[src/rtl/uart_ctrl_pkg.sv]
// Shared constants and state encoding for the UART transmit arbiter.
package uart_ctrl_pkg;
    // 1 arm cycle + 1 start bit + 8 data bits
    localparam int START_HOLD_CYCLES = 10;
    localparam int UART_DATA_W       = 8;

    typedef enum logic [1:0] {
        IDLE = 2'd0,
        SEND = 2'd1,
        GAP  = 2'd2
    } state_t;
endpackage

[src/rtl/uart_tx_arbiter_rr_arbiter.sv]
// Combinational round-robin pick: first set request after pointer, wrapping.
module rr_arbiter #(
    parameter int N  = 4,
    parameter int IW = $clog2(N)
) (
    input  logic [N-1:0]  req,
    input  logic [IW-1:0] pointer,
    input  logic          enable,
    output logic [N-1:0]  grant,
    output logic [IW-1:0] grant_idx,
    output logic          any
);
    function automatic logic [IW-1:0] wrap_idx(input logic [IW-1:0] base, input int k);
        int s;
        s = int'(base) + k;
        if (s >= N) s = s - N;
        return IW'(s);
    endfunction

    always_comb begin
        grant     = '0;
        grant_idx = '0;
        any       = 1'b0;
        for (int k = 1; k <= N; k++) begin
            if (!any && req[wrap_idx(pointer, k)]) begin
                any       = 1'b1;
                grant_idx = wrap_idx(pointer, k);
            end
        end
        if (enable && any) grant[grant_idx] = 1'b1;
        any = any && enable;
    end
endmodule

[src/rtl/uart_tx_arbiter.sv]
// Round-robin sharing of one 8N1 transmitter; this block owns frame timing
// because the transmitter exposes no busy indication.
module uart_tx_arbiter
    import uart_ctrl_pkg::*;
#(
    parameter int NUM_REQ    = 4,
    parameter int GAP_CYCLES = 1,
    parameter int IDW        = $clog2(NUM_REQ)
) (
    input  logic                     clk,
    input  logic                     reset,
    input  logic [NUM_REQ-1:0]       req_valid,
    input  logic [8*NUM_REQ-1:0]     req_data,
    output logic [NUM_REQ-1:0]       req_ready,
    output logic                     uart_start,
    output logic [UART_DATA_W-1:0]   uart_data,
    output logic                     busy,
    output logic [IDW-1:0]           grant_id,
    output logic [15:0]              frame_count
);
    localparam int CNT_MAX = (START_HOLD_CYCLES > GAP_CYCLES) ? START_HOLD_CYCLES : GAP_CYCLES;
    localparam int CW      = $clog2(CNT_MAX);

    state_t                                  state;
    logic [CW-1:0]                           cnt;
    logic [IDW-1:0]                          pointer;
    logic [IDW-1:0]                          win;
    logic                                    any;
    logic [NUM_REQ-1:0][UART_DATA_W-1:0]     bytes;

    assign bytes = req_data;
    assign busy  = (state != IDLE);

    rr_arbiter #(.N(NUM_REQ), .IW(IDW)) u_arb (
        .req       (req_valid),
        .pointer   (pointer),
        .enable    (state == IDLE),
        .grant     (req_ready),
        .grant_idx (win),
        .any       (any)
    );

    always_ff @(posedge clk) begin
        if (reset) begin
            state       <= IDLE;
            cnt         <= '0;
            pointer     <= IDW'(NUM_REQ - 1);
            uart_start  <= 1'b0;
            uart_data   <= '0;
            grant_id    <= '0;
            frame_count <= '0;
        end else begin
            case (state)
                IDLE: if (any) begin
                    uart_data   <= bytes[win];
                    grant_id    <= win;
                    pointer     <= win;
                    frame_count <= frame_count + 16'd1;
                    cnt         <= CW'(START_HOLD_CYCLES - 1);
                    uart_start  <= 1'b1;
                    state       <= SEND;
                end
                SEND: if (cnt == '0) begin
                    uart_start <= 1'b0;
                    cnt        <= CW'(GAP_CYCLES - 1);
                    state      <= GAP;
                end else begin
                    cnt <= cnt - CW'(1);
                end
                // Start stays low here so the transmitter finishes its stop bit.
                GAP: if (cnt == '0) begin
                    state <= IDLE;
                end else begin
                    cnt <= cnt - CW'(1);
                end
                default: state <= IDLE;
            endcase
        end
    end
endmodule

[config.mk]
export PLATFORM = sky130hd
export DESIGN_NAME = uart_tx_arbiter
export DESIGN_NICKNAME = d
export VERILOG_FILES = /design/src/rtl/uart_ctrl_pkg.sv /design/src/rtl/uart_tx_arbiter_rr_arbiter.sv /design/src/rtl/uart_tx_arbiter.sv
export SDC_FILE = /design/constraint.sdc
export NUM_CORES = 1
export LEC_CHECK = 0
export CELL_PAD_IN_SITES_DETAIL_PLACEMENT = 0
export CELL_PAD_IN_SITES_GLOBAL_PLACEMENT = 2
export CORE_ASPECT_RATIO = 0.6
export CORE_MARGIN = 1.5
export CORE_UTILIZATION = 23
export DETAILED_ROUTE_END_ITERATION = 8
export PLACE_DENSITY_LB_ADDON = 0.12
export SLEW_MARGIN = 15
export SYNTH_ARGS = -nofsm -noshare
export SYNTH_HDL_FRONTEND = slang
export SYNTH_SLANG_ARGS = --single-unit
[constraint.sdc]
create_clock -name clk -period 2.11 [get_ports clk]
set_input_delay 0.633 -clock clk [delete_from_list [all_inputs] [get_ports clk]]
set_output_delay 0.633 -clock clk [all_outputs]
set_load 0.1 [all_outputs]
==> run summary <==
Startpoint of the worst setup timing path: req_valid[2]
Hold Vio Cnt, Final: 0
Post-synth top area share: 37.0%
TritonCTS clock tree: done
Total number of vias: 1852
Number of setup violations in the final report: 4
Level count of the clock H-tree: 2
Worst reg2reg path depth: 9
Highest clock frequency the design can meet: 427 MHz
Clock buffers created by TritonCTS: 5
Most used routing layer in global routing: met1
IO Count: 70
Share of cells above drive strength 1: 34.6%
Post-route standard cell area excluding fillers: 0.00356 sq mm
Worst min-delay path class: reg -> reg
Residual DRC: 0
Residual antenna-violating net count after detailed routing: 0
Largest net degree at the start of global routing: 18
Synth warn: 0
Power consumption: 5200 uW
Sequential Area: 708 sq um
Most instantiated library cell after synthesis: dfxtp_1
Post-synthesis instance total: 211
Wire length of the first global-routing pass: 9650 microns
CTS root buf: clkbuf_16
Violations in the final reports: negative setup slack
Unrepaired setup endpoints after global routing: yes
Post-Synthesis Cell Area: 0.00189 sq mm
#FFs+latches synth: 35
Signed area change from the synthesized netlist to the final layout: 88.2%
Port Buffer Count: 69
Worst slew margin: 69.4%
Multi-input gate area: 0.00124 sq mm
Number of nets produced by synthesis: 256
Clock skew: 0.00733 ns
Outcome: finished with violations
Fraction of registers with async set or reset after synthesis: 0%
CP max FO: 3
Biggest area contributors in the synthesized netlist: dfxtp_1 37%, mux2i_1 9.0%, nor2_1 5.2%
Leakage power total: 0.00145 uW
Longest Clk Path Bufs: 2
Final net count: 356
Data arrival time of the critical path: 1.71 ns
Placement row count: 25
Total Die Area: 0.00881 sq mm
Met1 demand-to-capacity share in global routing: 21.5%
Pwr dens: 1460 mW/mm^2
Final worst-path cycle share: 111%
Diode insertion count for antenna repair: 0
Data required, critical path: 1.48 ns
Global router's overall resource usage: 14.4%
Placer Congestion: 0.716
Clock-pin slew of the registers on the worst-case setup and hold paths: 0.06 ns
Final HPWL DP: 4380 microns
Portion of the post-synthesis area used by sequential elements: 37.0%
Area of the placeable core: 0.00791 sq mm
Critical path start-end classification: in -> out
Synthesized area divided by synthesized cell count: 8.98 sq um
Leading area contributor after synthesis: dfxtp_1
Initial core utilization: 23.9%
Clk Latency, worst-skew pair: 0.29 ns
R2r startpoint: state[1]$_SDFFE_PP0P_
Sinks on the clock net: 35
Commonest cells post-synth: 35 x dfxtp_1, 26 x nor2_1, 17 x mux2i_1, 15 x nand3_1
Number of synthesized flops with an enable pin: 0
Slack of the worst reg-to-reg path: 0.20 ns
Post-placement cell area: 0.00329 sq mm
Height of the die: 73.3 microns
Grt met2 use: 19.0%
Startpoint Class: input port
Crit end category: output port
Dominant register cell in the synthesized netlist: dfxtp_1
Maximum vdd ir drop: 0.858 mV
Antenna violations before repair: 0
Total global routing overflow: 0
Period minus WS final: 2.34 ns
Capturing element of the worst setup path: req_ready[2]
Pre-Repair DR Iteration Count: 4
Number of hold-repair buffers added at the cts stage: 0
X dimension of the die: 120 microns
Distinct cell type count after synthesis: 39
Minimum setup slack in the final design: -0.231 ns
Wire per inst: 13.7 microns
Number of global-route vias before repair: 1856
Aggregate routed wire length: 5770 microns
Drt initial violations: 52
Fill cell instance count of the final layout: 778
Max-slew violation total from the final report: 0
Endpoint of the most critical register-to-register path: frame_count[10]$_SDFFE_PP0P_
Per-cell via count in the routed design: 4.41
Measured slew at the worst slew-check pin: 0.458 ns
Met3 Track Usage GR: 4.66%
Max cap viols: 0
[worst max-delay path: stages]
cell,delay [ns]
buf_8,0.10
buf_6,0.11
o41a_1,0.50
nand3_4,0.15
nor2_4,0.05
buf_12,0.16
[power by group]
part,switching [uW],total [uW],internal [uW]
Combinational,1970,3300,1330
Sequential,198,1040,840
Clock,299,856,557
[worst min path at each step]
stage	start	end	depth (start not counted)
final	grant_id[1]$_SDFFE_PP0P_	grant_id[1]$_SDFFE_PP0P_	2
after global routing	grant_id[1]$_SDFFE_PP0P_	grant_id[1]$_SDFFE_PP0P_	2
after detailed placement	grant_id[1]$_SDFFE_PP0P_	grant_id[1]$_SDFFE_PP0P_	2
after floorplan	pointer[0]$_SDFFE_PP1P_	pointer[0]$_SDFFE_PP1P_	2
after CTS	grant_id[1]$_SDFFE_PP0P_	grant_id[1]$_SDFFE_PP0P_	2
after global placement	grant_id[1]$_SDFFE_PP0P_	grant_id[1]$_SDFFE_PP0P_	2
[metal layers]
layer / part of all wire [%] / vias to the layer above
li1: - / 968
met1: 54 / 836
met2: 39 / 40
met3: 6.2 / 8
met4: 1.4 / 0
met5: 0 / -
[cells in the final DEF, fill, tap and decap left out, drive strengths merged, types with 2 or more instances in the layout]
cell,instances
clkdlybuf4s50,33
nor4,2
buf,69
a221oi,2
mux2i,17
a22oi,2
o21ai,6
nor3,6
o211a,3
xnor2,9
nand4,4
nand3,15
inv,8
clkbuf,5
xor2,5
nor2,26
nand2,12
clkinv,2
o221ai,8
nand2b,4
dfxtp,35
ha,7
and3,5
a21oi,12
[cell type report]
class,count,share of cell area [%]
Sequential cell,35,19.9
Tap cell,108,3.79
Multi-Input combinational cell,159,34.7
Inverter,8,0.842
Timing Repair Buffer,102,36.0
Clock inverter,3,1.23
Clock buffer,5,3.51
[stage by stage]
| stage | worst slack (ns) | hold WS, ns | util [%] | TNS (ns) | instances |
|---|---|---|---|---|---|
| after floorplan | -0.563 | 0.466 | - | -1.74 | 211 |
| after global placement | -0.678 | 0.489 | 41.5 | -16.89 | 407 |
| after detailed placement | -0.687 | 0.492 | 41.5 | -17.34 | 407 |
| after CTS | -0.252 | 0.506 | 44.1 | -0.905 | 417 |
| after global routing | -0.267 | 0.523 | 45.0 | -1.01 | 420 |
| final | -0.231 | 0.503 | 45.0 | -0.836 | 420 |
[cells by family (layout without fill, tap and decap cells)]
family                     count (synthesis)  count (layout)  share of synthesized area (%)
and+or+nand+nor                           79              79                           20.7
DFF                                       35              35                           37.0
adders and majority gates                  7               7                           4.62
buffers and inverters                     17             118                           4.76
AOI/OAI and AO/OA                         42              42                           17.5
muxes                                     17              17                           8.98
xor gates and xnor gates                  14              14                           6.47
[what timing repair did]
| action | CTS | global route |
|---|---|---|
| gates resized for setup | 27 | 11 |
| pin swaps | 6 | 6 |
| buffers inserted | 2 | 3 |
| setup endpoints to repair | 32 | 8 |
[flip-flops by register name (all words and copies together) (netlist names)]
signal       flops
state            2
uart_data        8
pointer          2
uart_start       1
grant_id         2
frame_count     16
cnt              4
Power figures use the tool's default switching activity.
==> RTL change (same settings) <==
Re-encode `state_t` (3 states) as one-hot, 3 bits wide.
--- a/src/rtl/uart_ctrl_pkg.sv
+++ b/src/rtl/uart_ctrl_pkg.sv
@@ -4,10 +4,10 @@
     localparam int START_HOLD_CYCLES = 10;
     localparam int UART_DATA_W       = 8;
 
-    typedef enum logic [1:0] {
-        IDLE = 2'd0,
-        SEND = 2'd1,
-        GAP  = 2'd2
+    typedef enum logic [2:0] {
+        IDLE = 3'b001,
+        SEND = 3'b010,
+        GAP  = 3'b100
     } state_t;
 endpackage
 
Formal check against the unedited RTL: no difference found for any inputs over 4 cycles, from zero or initial values and one cycle with reset high; so few cycles prove little.
==> RTL change against the unedited design <==
  * The flow still finishes with violations (negative setup slack)
  * Critical path type unchanged
  * Sequential cell count up 1
  * Die area rose by 1.5%
  * Synthesized cell count grew 5.7%
  * Fmax fell by 0.56%
  * Cell count grew 1.2%
  * Routed wire length rose by 0.35%
  * Setup slack got worse by 13 ps
  * Final area grew 2.2%
  * Area after synthesis rose by 1.5%
Power is not compared: it rests on default switching activity, and its combinational part moved more than twofold at a synthesized area within 25%.
==> RTL change: results <==
export IMPL_status="complete, but fails checks"
export IMPL_violations="negative setup slack"
export IMPL_wl_met3_um=335
export IMPL_slowest_delay_ps=290
export IMPL_synth_nets=264
export IMPL_dpl_cell_area_um2=3260
export IMPL_cp_max_fo=5
export IMPL_gp_congestion=0.773
export IMPL_synthTopCellsByArea="dfxtp_1, mux2i_1, nor2_1"
export IMPL_first_global_vias=1911
export IMPL_startpoint="req_valid[0]"
export IMPL_tns_ps=-900
export IMPL_rr_startpoint="state[2]$_SDFFE_PP0P_"
export IMPL_hpwl_um=4220
export IMPL_timing_rr_end="frame_count[9]$_SDFFE_PP0P_"
export IMPL_synth_xor_area_share_pct=5.47
export IMPL_post_synth_fa_ha_maj_area_fraction_pct=1.95
export IMPL_synth_common_cells="dfxtp_1, nor2_1, mux2i_1"
export IMPL_final_nets=357
export IMPL_cp_slowest_cell="nor3b_4"
export IMPL_drive_gt1_share_pct=36.0
export IMPL_dr_wl_met2_um=2470
export IMPL_synth_mux_area_fraction_pct=14.1
export IMPL_wl_met1_um=2920
export IMPL_fin_ws_ps=-245
export IMPL_viasPerCell=4.38
export IMPL_fin_skew_ps=6.34
export IMPL_start_util_pct=24.1
export IMPL_synth_compound_area_share_pct=11.9
export IMPL_ys_seq_area_share_pct=37.5
export IMPL_regToRegSetupSlack_ps=50
export IMPL_use_met2_pct=21.5
export IMPL_use_met3_pct=4.58
export IMPL_largestRegisters="frame_count (16), uart_data (8), cnt (4)"
export IMPL_track_usage_pct=14.1
export IMPL_routed_wl_um=5790
export IMPL_slew_headroom_pct=59.9
export IMPL_drt_iter0_drc=59
export IMPL_grt_use_met1_pct=18.8
export IMPL_finalSetupViolations=4
export IMPL_dr_pass1_iters=5
export IMPL_grt_pass1_wl_um=9480
export IMPL_grt_max_degree=38
==> RTL change: cells by family (layout without fill, tap and decap cells) <==
family          after synthesis  in the layout
xor+xnor                     12             12
flops                        36             36
mux                          26             26
fa+ha+maj                     3              3
buf+inv                      19            113
compound gates               39             39
simple gates                 88             88
==> RTL change: worst max path at each step <==
stage               slack, ps  depth (start not counted)                  end
floorplan                -780                          6         req_ready[1]
global placement         -970                          9  cnt[1]$_SDFFE_PP0P_
detailed placement       -910                          4         req_ready[1]
CTS                      -280                          4         req_ready[1]
finish                   -240                          6         req_ready[1]
global route             -300                          5         req_ready[1]
==> RTL change: timing repair <==
item	CTS	global route
pin swaps	9	11
resized for setup	42	12
setup buffers	3	2
endpoints found under the setup margin	36	13
==> RTL change: power by group through the flow <==
stage	registers, W	clock network [W]	logic, W
global route	0.000861	0.00115	0.00171
global placement	0.000857	0	0.00154
detailed placement	0.000858	0	0.00154
CTS	0.000847	0.00112	0.00160
finish	0.000849	0.00110	0.00161
floorplan	0.00122	0	0.000649
==> RTL change: stage by stage <==
stage	setup WS, ps	util (%)	cells	hold WS [ps]	total power, W
after floorplan	-780	-	223	437	0.00187
after global placement	-968	40.9	412	483	0.00240
after detailed placement	-915	40.9	412	494	0.00240
after CTS	-277	45.0	423	502	0.00357
after global routing	-301	45.7	425	557	0.00372
final	-245	45.7	425	500	0.00356
==> RTL change: tightest hold or removal path: stages, from the launching register on <==
cell and delay [ps]:
dfxtp_1 330, nand2_1 70, a21oi_1 60
==> RTL change: layout make-up <==
| type | count | area (µm²) |
|---|---|---|
| repair buffers | 99 | 1270 |
| inverters | 6 | 22.5 |
| clock buffers | 5 | 125 |
| well taps | 108 | 135 |
| clock inverters | 3 | 90.1 |
| fillers | 740 | 4330 |
| flip-flops and latches | 36 | 732 |
| multi-input cells | 168 | 1270 |
